**config.mk**
```make
export PLATFORM = sky130hd
export DESIGN_NAME = mux2_arbiter
export DESIGN_NICKNAME = d
export VERILOG_FILES = /design/src/rtl/mux2_arbiter_pkg.sv /design/src/rtl/mux2.sv /design/src/rtl/mux2_arbiter.sv
export SDC_FILE = /design/constraint.sdc
export NUM_CORES = 1
export LEC_CHECK = 0
export ABC_AREA = 1
export CORE_AREA = 2 2 49 51
export CTS_CLUSTER_DIAMETER = 60
export DETAILED_ROUTE_END_ITERATION = 10
export DIE_AREA = 0 0 51 53
export MAX_ROUTING_LAYER = met4
export PLACE_DENSITY_LB_ADDON = 0.15
export SYNTH_ARGS = -nofsm -noshare
export SYNTH_HDL_FRONTEND = slang
export SYNTH_SLANG_ARGS = --single-unit
```
**constraint.sdc**
```tcl
create_clock -name clk -period 1.8 [get_ports clk]
set_input_delay 0.18 -clock clk [delete_from_list [all_inputs] [get_ports clk]]
set_output_delay 0.18 -clock clk [all_outputs]
set_load 0.005 [all_outputs]
```
**src/rtl/mux2_arbiter_pkg.sv**
```systemverilog
// Shared types and helpers for the two-requester packet arbiter.
package mux2_arbiter_pkg;

  typedef enum logic [1:0] {
    IDLE  = 2'd0,
    OWN_A = 2'd1,
    OWN_B = 2'd2
  } arb_state_t;

  localparam logic [1:0] GRANT_NONE = 2'b00;
  localparam logic [1:0] GRANT_A    = 2'b01;
  localparam logic [1:0] GRANT_B    = 2'b10;

  // Owner choice from a pair of requests; prio breaks ties (0 = A, 1 = B).
  function automatic arb_state_t pick_owner(input logic av, input logic bv, input logic p);
    if (av && (!bv || !p)) return OWN_A;
    else if (bv)           return OWN_B;
    else                   return IDLE;
  endfunction

endpackage

```
**src/rtl/mux2.sv**
```systemverilog
// Gated two-input word mux: y is zero when disabled.
module mux2 #(
  parameter int N = 16
) (
  input  logic [N-1:0] a,
  input  logic [N-1:0] b,
  input  logic         sel,
  input  logic         enable,
  output logic [N-1:0] y
);

  assign y = enable ? (sel ? b : a) : '0;

endmodule

```
**src/rtl/mux2_arbiter.sv**
```systemverilog
// Packet-aware round-robin arbiter sharing one mux2 between streams A and B.
//
// state | meaning
// IDLE  | no owner, arbitrate among current valids
// OWN_A | A owns the output until its last beat transfers
// OWN_B | B owns the output until its last beat transfers
module mux2_arbiter
  import mux2_arbiter_pkg::*;
#(
  parameter int N = 16
) (
  input  logic         clk,
  input  logic         rst,
  input  logic         a_valid,
  input  logic [N-1:0] a_data,
  input  logic         a_last,
  output logic         a_ready,
  input  logic         b_valid,
  input  logic [N-1:0] b_data,
  input  logic         b_last,
  output logic         b_ready,
  output logic         out_valid,
  output logic [N-1:0] out_data,
  output logic         out_last,
  input  logic         out_ready,
  output logic [1:0]   grant
);

  arb_state_t   state, state_nxt;
  logic         prio, prio_nxt;
  logic [N-1:0] mux_y;

  mux2 #(.N(N)) u_mux2 (
    .a      (a_data),
    .b      (b_data),
    .sel    (state == OWN_B),
    .enable (state != IDLE),
    .y      (mux_y)
  );

  assign out_data = mux_y & {N{out_valid}};

  always_ff @(posedge clk) begin
    if (rst) begin
      state <= IDLE;
      prio  <= 1'b0;
    end else begin
      state <= state_nxt;
      prio  <= prio_nxt;
    end
  end

  always_comb begin
    state_nxt = state;
    prio_nxt  = prio;
    out_valid = 1'b0;
    out_last  = 1'b0;
    a_ready   = 1'b0;
    b_ready   = 1'b0;
    grant     = GRANT_NONE;
    case (state)
      IDLE: begin
        state_nxt = pick_owner(a_valid, b_valid, prio);
      end
      OWN_A: begin
        grant     = GRANT_A;
        out_valid = a_valid;
        out_last  = a_last & a_valid;
        a_ready   = out_ready;
        // Finishing source is masked so the other side gets the next packet.
        if (a_valid && a_last && out_ready) begin
          prio_nxt  = 1'b1;
          state_nxt = pick_owner(1'b0, b_valid, 1'b1);
        end
      end
      OWN_B: begin
        grant     = GRANT_B;
        out_valid = b_valid;
        out_last  = b_last & b_valid;
        b_ready   = out_ready;
        if (b_valid && b_last && out_ready) begin
          prio_nxt  = 1'b0;
          state_nxt = pick_owner(a_valid, 1'b0, 1'b0);
        end
      end
      default: begin
        state_nxt = IDLE;
      end
    endcase
  end

endmodule

```
; ---- Yosys cells after proc, flatten, opt, wreduce, memory -nomap -nowiden
; Cells that the tools add are included.
[word_totals]
reg_bits = 3
latchBits = 0
mem_bits_rw = 0
romBits = 0
inputBits = 39
output_inout_bits = 22
wordCells = 38
memories = 0
[classes]
addsub = 0
n_mul = 0
div_mod_pow = 0
n_lt_le_gt_ge = 0
n_eq_ne = 4
shift = 0
muxes = 16
bitwise_logic = 3
n_reduce_logical = 13
[ops]
columns = cell, count
row1 = 16-bit 2-to-1 mux, 2
row2 = 16-bit bitwise AND, 1
row3 = 2-bit 2-to-1 mux, 4
row4 = 1-bit case mux with 2 select lines, 3
row5 = 2-bit case mux with 3 select lines, 1
row6 = 1-bit logical AND, 5
row7 = 1-bit 2-to-1 mux, 5
row8 = "2-bit inequality test, second input constant", 2
row9 = 2-bit case mux with 2 select lines, 1
row10 = 2-bit nonzero test, 2
row11 = 3-bit AND reduction, 1
row12 = 1-bit bitwise AND, 2
row13 = "2-bit by 1-bit equality test with 1-bit output, second input constant", 1
row14 = "2-bit equality test, second input constant", 1
row15 = 1-bit zero test, 2
row16 = 2-bit zero test, 1
row17 = 2-bit AND reduction, 1
row18 = 1-bit logical OR, 1

; ---- Depth between registers and ports, before layout
; Gate-level depths: netlist of the first run.
[depth]
ltp_word = 5
ltp_mapped = 7
ltp_nobuf = 7

; ---- Hierarchy
; From an unflattened synthesis of the first run, not the netlist that was laid out.
[unflattened]
cells_unflattened = 168
area_unflattened_um2 = 822.0
[by_module_without_submodules]
columns = module, n_inst, cells_per_inst, area_per_inst_um2, seq_area_each_um2
row1 = mux2_arbiter, 1, 83, 467.9, 60.1
row2 = mux2, 1, 85, 354.1, 0.0

; ---- Worst setup path after synthesis of the first run
; OpenSTA, ideal clock, no wires.
[synth_timing]
kind = register -> output
start = register state[0]
end = output port out_data[10]
arrival_ns = 1.279
required_ns = 1.620
slack_ns = 0.341
stages_incl_launch_ff = 7
path_buffers = 1
cell_sequence = dfxtp_1 > inv_1 > ha_1 > inv_2 > clkbuf_1 > nand2_1 > a21oi_2
[synth_via]
elab_chain_len = 4
word_cells_on_any_way = 7
cone_classes = eq/ne: 2 / mux: 3 / bitwise: 1 / reduce/logical: 1
[synth_lines]
columns = element, line
row1 = "start, declared", mux2_arbiter.sv:29  ; arb_state_t state, state_nxt;
row2 = "start signal, assigned", mux2_arbiter.sv:48  ; state <= state_nxt;
row3 = 2-bit equality test, "mux2_arbiter.sv:36, mux2_arbiter.sv:61"
row4 = 16-bit 2-to-1 mux (2 in a row), mux2.sv:12  ; assign y = enable ? (sel ? b : a) : '0;
row5 = 16-bit bitwise AND *, mux2_arbiter.sv:41  ; assign out_data = mux_y & {N{out_valid}};
row6 = "end, declared", mux2_arbiter.sv:23  ; output logic [N-1:0] out_data,
; Every way passes the cells marked *; elsewhere a longest branch is shown, timed or not.

; ---- Worst setup path in the final report of the first run
[layout_timing]
start = register state[1]
end = output port out_data[6]
; The elaborated chain is that of the path after synthesis.

==> impl_metrics.json, run 1 <==
{
  "antenna_found_initial": 0,
  "clk_pin_slew_ns": 0.04,
  "cp.required_ns": 1.62,
  "area_growth_syn_to_layout_pct": 143,
  "numCtsBuffers": 3,
  "dp_hpwl_mm": 1.96,
  "layout_commonest_cell": "nand2_1",
  "gp_congestion": 0.815,
  "max_stage_delay_ns": 0.37,
  "synth_warnings": 0,
  "critical_path_class": "reg -> out",
  "p_per_area_nw_per_um2": 1120,
  "finalClockSkew_ns": 0.00628,
  "ir_drop_mv": 1.24,
  "fin_cells": 223,
  "nets": 241,
  "die_h_um": 53,
  "grt_max_degree": 18,
  "start_util": 0.285,
  "status": "complete, but fails checks",
  "start_kind": "flop",
  "hold_viol_final": 0,
  "cpMaxStageDelayCell": "dfxtp_4",
  "cts_tree": "done",
  "maxCapViolCount": 0,
  "grt_pass1_vias": 966,
  "drive_above_1_share": 0.379,
  "fp-row-count": 17,
  "synth_cell_type_count": 15,
  "hp-class": "reg -> reg",
  "holdBufCountCts": 0,
  "endpoint_kind": "output pin",
  "max_clock_freq_ghz": 0.533,
  "grt-ovfl-total": 0,
  "pre_cts_ws_ns": -0.185,
  "drc": 0,
  "insertion_delay_ns": 0.24,
  "worst_pin_slew_ns": 0.257,
  "die_area_um2": 2700,
  "crit_path_max_fanout": 3,
  "violations": "negative setup slack",
  "final_cell_mix": "49 x nand2_1, 42 x clkdlybuf4s50_1, 19 x buf_4, 16 x a21oi_2, 16 x buf_2",
  "drtIter0Drc": 10,
  "h-tree-depth": 1,
  "avgSynthCellArea_um2": 5.61,
  "clkSinkCount": 3,
  "coreArea_um2": 2150,
  "setup_slack_ns": -0.0758,
  "rsz0062_at_grt": "true",
  "clockBufferDepth": 2,
  "period_share": 1.04,
  "total_power_uw": 1660,
  "ys_seq_area_frac": 0.0982,
  "grt_usage": 0.204,
  "diodes": 0,
  "wl_per_cell_um": 12.1,
  "fill_cells": 193,
  "p_leak_uw": 0.000722,
  "crit_chain": "inv_4 > ha_4 > inv_4 > a21oi_4 > nand2_4 > buf_12 > buf_12 > a21oi_2 > buf_2",
  "vias": 1016,
  "routed_wl_mm": 2.69,
  "design.portCount": 61,
  "io_buffers": 60,
  "dp.cells": 209,
  "syn-instance-count": 109,
  "synth_fp_nets": 154,
  "via_per_inst": 4.56,
  "holdWs_ns": 0.515,
  "crit_family": "buffers and inverters",
  "drv_slew": 0,
  "cts-root-buf": "clkbuf_4",
  "synth-seq-cells": 3,
  "min_period_ns": 1.88,
  "die_w_um": 51,
  "grt_pass1_wl_mm": 4.14,
  "ant_nets": 0,
  "worstPathBufferInverterCount": 5,
  "cp.arrival_ns": 1.70,
  "drt_pass1_iterations": 4,
  "syn_area_um2": 612,
  "finalSetupViolCount": 7,
  "slew_headroom": 0.828,
  "final_core_utilization": 0.693
}
worst register-to-register path, stage by stage, from the launching register on:
cell,delay (ns)
dfxtp_2,0.34
inv_2,0.08
ha_4,0.17
buf_6,0.12
buf_4,0.13
nand2_1,0.09
nand2_1,0.11
a21oi_1,0.15
nor2_1,0.05
synthesized netlist by cell type:
master / n / area, um2
clkbuf_1: 1 / 3.75
nor2_1: 5 / 18.8
dfxtp_1: 3 / 60.1
nand2_4: 1 / 11.3
ha_1: 6 / 75.1
nand3_1: 6 / 30.0
a21oi_1: 9 / 45.0
a21oi_2: 10 / 87.6
nand2_1: 50 / 188
inv_2: 1 / 3.75
buf_6: 1 / 11.3
a21oi_4: 1 / 16.3
buf_2: 2 / 10.0
nand2_2: 1 / 6.26
inv_1: 12 / 45.0
layer usage:
layer | track usage | up-vias | wire [um]
met5 | - | - | 0
met2 | 0.387 | 36 | 1390
met3 | 0.0282 | 4 | 171
li1 | - | 510 | -
met1 | 0.217 | 466 | 1090
met4 | 0.0676 | 0 | 43
kinds of logic (layout without fill, tap and decap cells):
logic type | Yosys count | count (layout) | synth area share
fa+ha+maj | 6 | 6 | 0.123
compound gates | 20 | 20 | 0.243
flops | 3 | 3 | 0.0982
simple gates | 63 | 64 | 0.415
buf+inv | 17 | 102 | 0.121
state kept, by name, summed over array words and instances (netlist names):
register  cells
prio          1
state         2
final timing paths:
path	end	startpoint	cells past startpoint	slack, ns
worst max-delay path	out_data[6]	state[1]	9	-0.08
worst min-delay path	prio	prio	4	0.52
worst max register to register	state[1]	state[0]	8	0.45
worst min register to register	prio	prio	4	0.52
per-stage QoR:
stage | area (um2) | setup TNS, ns
final | 1490 | -0.336
after floorplan | 612 | 0
after CTS | 1410 | -0.181
after global routing | 1490 | -1.31
after detailed placement | 1340 | -2.56
after global placement | 1340 | -2.13
area by class of cell:
| class | count | area [um2] | area share |
|---|---|---|---|
| Clock buffer | 4 | 26.3 | 0.0176 |
| Sequential cell | 3 | 65.1 | 0.0437 |
| Tap cell | 28 | 35.0 | 0.0235 |
| Inverter | 13 | 56.3 | 0.0378 |
| Timing Repair Buffer | 85 | 746 | 0.501 |
| Multi-Input combinational cell | 90 | 561 | 0.376 |
power breakdown:
group	internal, uW	switching [uW]	total, uW
logic	703	694	1400
clock network	83.4	39.8	123
registers	108	34.9	143
total	895	769	1660
repair_timing:
item,in CTS,in global routing
resized for setup,81,11
gates cloned,1,0
setup endpoints to repair,20,18
pin swaps,4,2
buffers inserted,6,3
No activity file was read; power rests on OpenSTA's default activity.
==> run 2, diff against run 1 <==
--- a/config.mk
+++ b/config.mk
@@ -10,8 +10,10 @@
 export CTS_CLUSTER_DIAMETER = 60
 export DETAILED_ROUTE_END_ITERATION = 10
 export DIE_AREA = 0 0 51 53
+export GPL_TIMING_DRIVEN = 0
 export MAX_ROUTING_LAYER = met4
 export PLACE_DENSITY_LB_ADDON = 0.15
+export SKIP_LAST_GASP = 1
 export SYNTH_ARGS = -nofsm -noshare
 export SYNTH_HDL_FRONTEND = slang
 export SYNTH_SLANG_ARGS = --single-unit
==> impl_metrics.json, run 2 (same netlist as run 1, synthesis figures left out) <==
{
  "status": "finished, final reports clean",
  "r2r_slack_ns": 0.46,
  "max_stage_delay_ns": 0.36,
  "hp-class": "reg -> reg",
  "slew_headroom": 0.869,
  "cts_tree": "done",
  "clkSinkCount": 3,
  "crit_path_max_fanout": 7,
  "min_period_ns": 1.77,
  "h-tree-depth": 1,
  "diodes": 0,
  "drt_pass1_iterations": 4,
  "vias": 951,
  "clockBufferDepth": 2,
  "clk_pin_slew_ns": 0.04,
  "period_share": 0.983,
  "drv_slew": 0,
  "grt_max_degree": 11,
  "die_w_um": 51,
  "numCtsBuffers": 3,
  "grt_pass1_wl_mm": 4.03,
  "ir_drop_mv": 0.870,
  "fin_area_um2": 1410,
  "nets": 233,
  "min-delay-start": "prio",
  "coreArea_um2": 2150,
  "layout_commonest_cell": "nand2_1",
  "p_per_area_nw_per_um2": 1030,
  "drc": 0,
  "final_cell_mix": "49 x nand2_1, 41 x clkdlybuf4s50_1, 13 x buf_2, 12 x a21oi_2, 12 x buf_4",
  "hold_viol_final": 0,
  "cpMaxStageDelayCell": "dfxtp_4",
  "cp.arrival_ns": 1.59,
  "worstPathBufferInverterCount": 3,
  "finalSetupViolCount": 0,
  "min_to": "prio",
  "r2r_start": "state[0]",
  "gp_congestion": 0.797,
  "die_area_um2": 2700,
  "r2r-end": "state[0]",
  "grt_pass1_vias": 889,
  "top_regs": "state (2), prio (1)",
  "insertion_delay_ns": 0.23,
  "wl_per_cell_um": 11.7,
  "grt_usage": 0.196,
  "cp.required_ns": 1.62,
  "pre_cts_ws_ns": -0.423,
  "max_clock_freq_ghz": 0.565,
  "via_per_inst": 4.42,
  "drive_above_1_share": 0.326,
  "maxCapViolCount": 0,
  "rsz0062_at_grt": "true",
  "regMostFlops": "state",
  "dp_hpwl_mm": 1.85,
  "fp-row-count": 17,
  "area_growth_syn_to_layout_pct": 131,
  "setup_slack_ns": 0.0312,
  "fin_setup_tns_ns": 0,
  "ant_nets": 0,
  "antenna_found_initial": 0,
  "drtIter0Drc": 7,
  "placedInstanceArea_um2": 1250,
  "start_kind": "flop",
  "grt-ovfl-total": 0,
  "largest_reg_flops": 2,
  "final_core_utilization": 0.658,
  "critical_path_class": "reg -> out",
  "cts-root-buf": "clkbuf_4",
  "design.portCount": 61,
  "crit_top_cell": "buf_4",
  "endpoint_kind": "output pin",
  "total_power_uw": 1450,
  "reg2reg_depth": 7,
  "p_leak_uw": 0.000706,
  "holdBufCountCts": 0,
  "routed_wl_mm": 2.53,
  "crit_chain": "buf_4 > ha_4 > nand2_2 > a21oi_4 > nand2_4 > buf_4 > a21oi_1 > buf_2",
  "die_h_um": 53,
  "worst_pin_slew_ns": 0.196,
  "io_buffers": 60,
  "start_util": 0.285,
  "min_path_cells": 4,
  "crit_family": "buffers and inverters",
  "finalClockSkew_ns": 0.00530
}
## run 2: cell type report
cell class / instances / area [um2]
fill: 190 / 736
timing repair buffer: 74 / 654
multi-input combinational: 89 / 526
sequential: 3 / 67.6
inverter: 13 / 53.8
buffer: 4 / 50.0
tap: 28 / 35.0
clock buffer: 4 / 26.3
## run 2: how the worst max path moves through the flow
stage / start / endpoint / slack [ns] / cells after the start
global route: state[0] / out_data[15] / -0.05 / 7
global placement: state[0] / out_data[14] / -0.37 / 7
CTS: state[1] / out_data[7] / -0.08 / 8
detailed placement: state[0] / out_data[10] / -0.42 / 7
floorplan: state[0] / out_data[10] / 0.34 / 6
finish: state[0] / out_data[3] / 0.03 / 8
## run 2: tightest hold or removal path, stage by stage, from the launching register on
cell and delay (ns):
dfxtp_1 0.30, inv_1 0.05, nand2_1 0.04, inv_1 0.04
nor2_1 0.03
## run 2: through the flow
stage                     hold slack, ns  cells
after detailed placement           0.503    197
after floorplan                    0.347    109
after global placement             0.498    197
after CTS                          0.512    214
after global routing               0.558    215
final                              0.514    215
## run 2: timing repair
item,in CTS,in global routing
cloned,1,0
endpoints found under the setup margin,19,19
buffers inserted,12,1
resized for setup,77,13
pin swaps,3,3
## run 2: per-layer routing
| layer | wire length (um) | share of wire | global-route usage | vias to the layer above |
|---|---|---|---|---|
| li1 | - | - | - | 496 |
| met1 | 1100 | 0.44 | 0.236 | 419 |
| met2 | 1260 | 0.50 | 0.346 | 34 |
| met3 | 145 | 0.057 | 0.0254 | 2 |
| met4 | 13 | 0.0051 | 0.0495 | 0 |
| met5 | 0 | 0 | - | - |
## run 2: report_power, final
group / switching, uW / leakage (uW) / internal, uW
combinational: 602 / 0.000665 / 583
clock: 35.6 / 0.0000150 / 83.1
sequential: 35.5 / 0.0000260 / 113
total: 673 / 0.000706 / 780
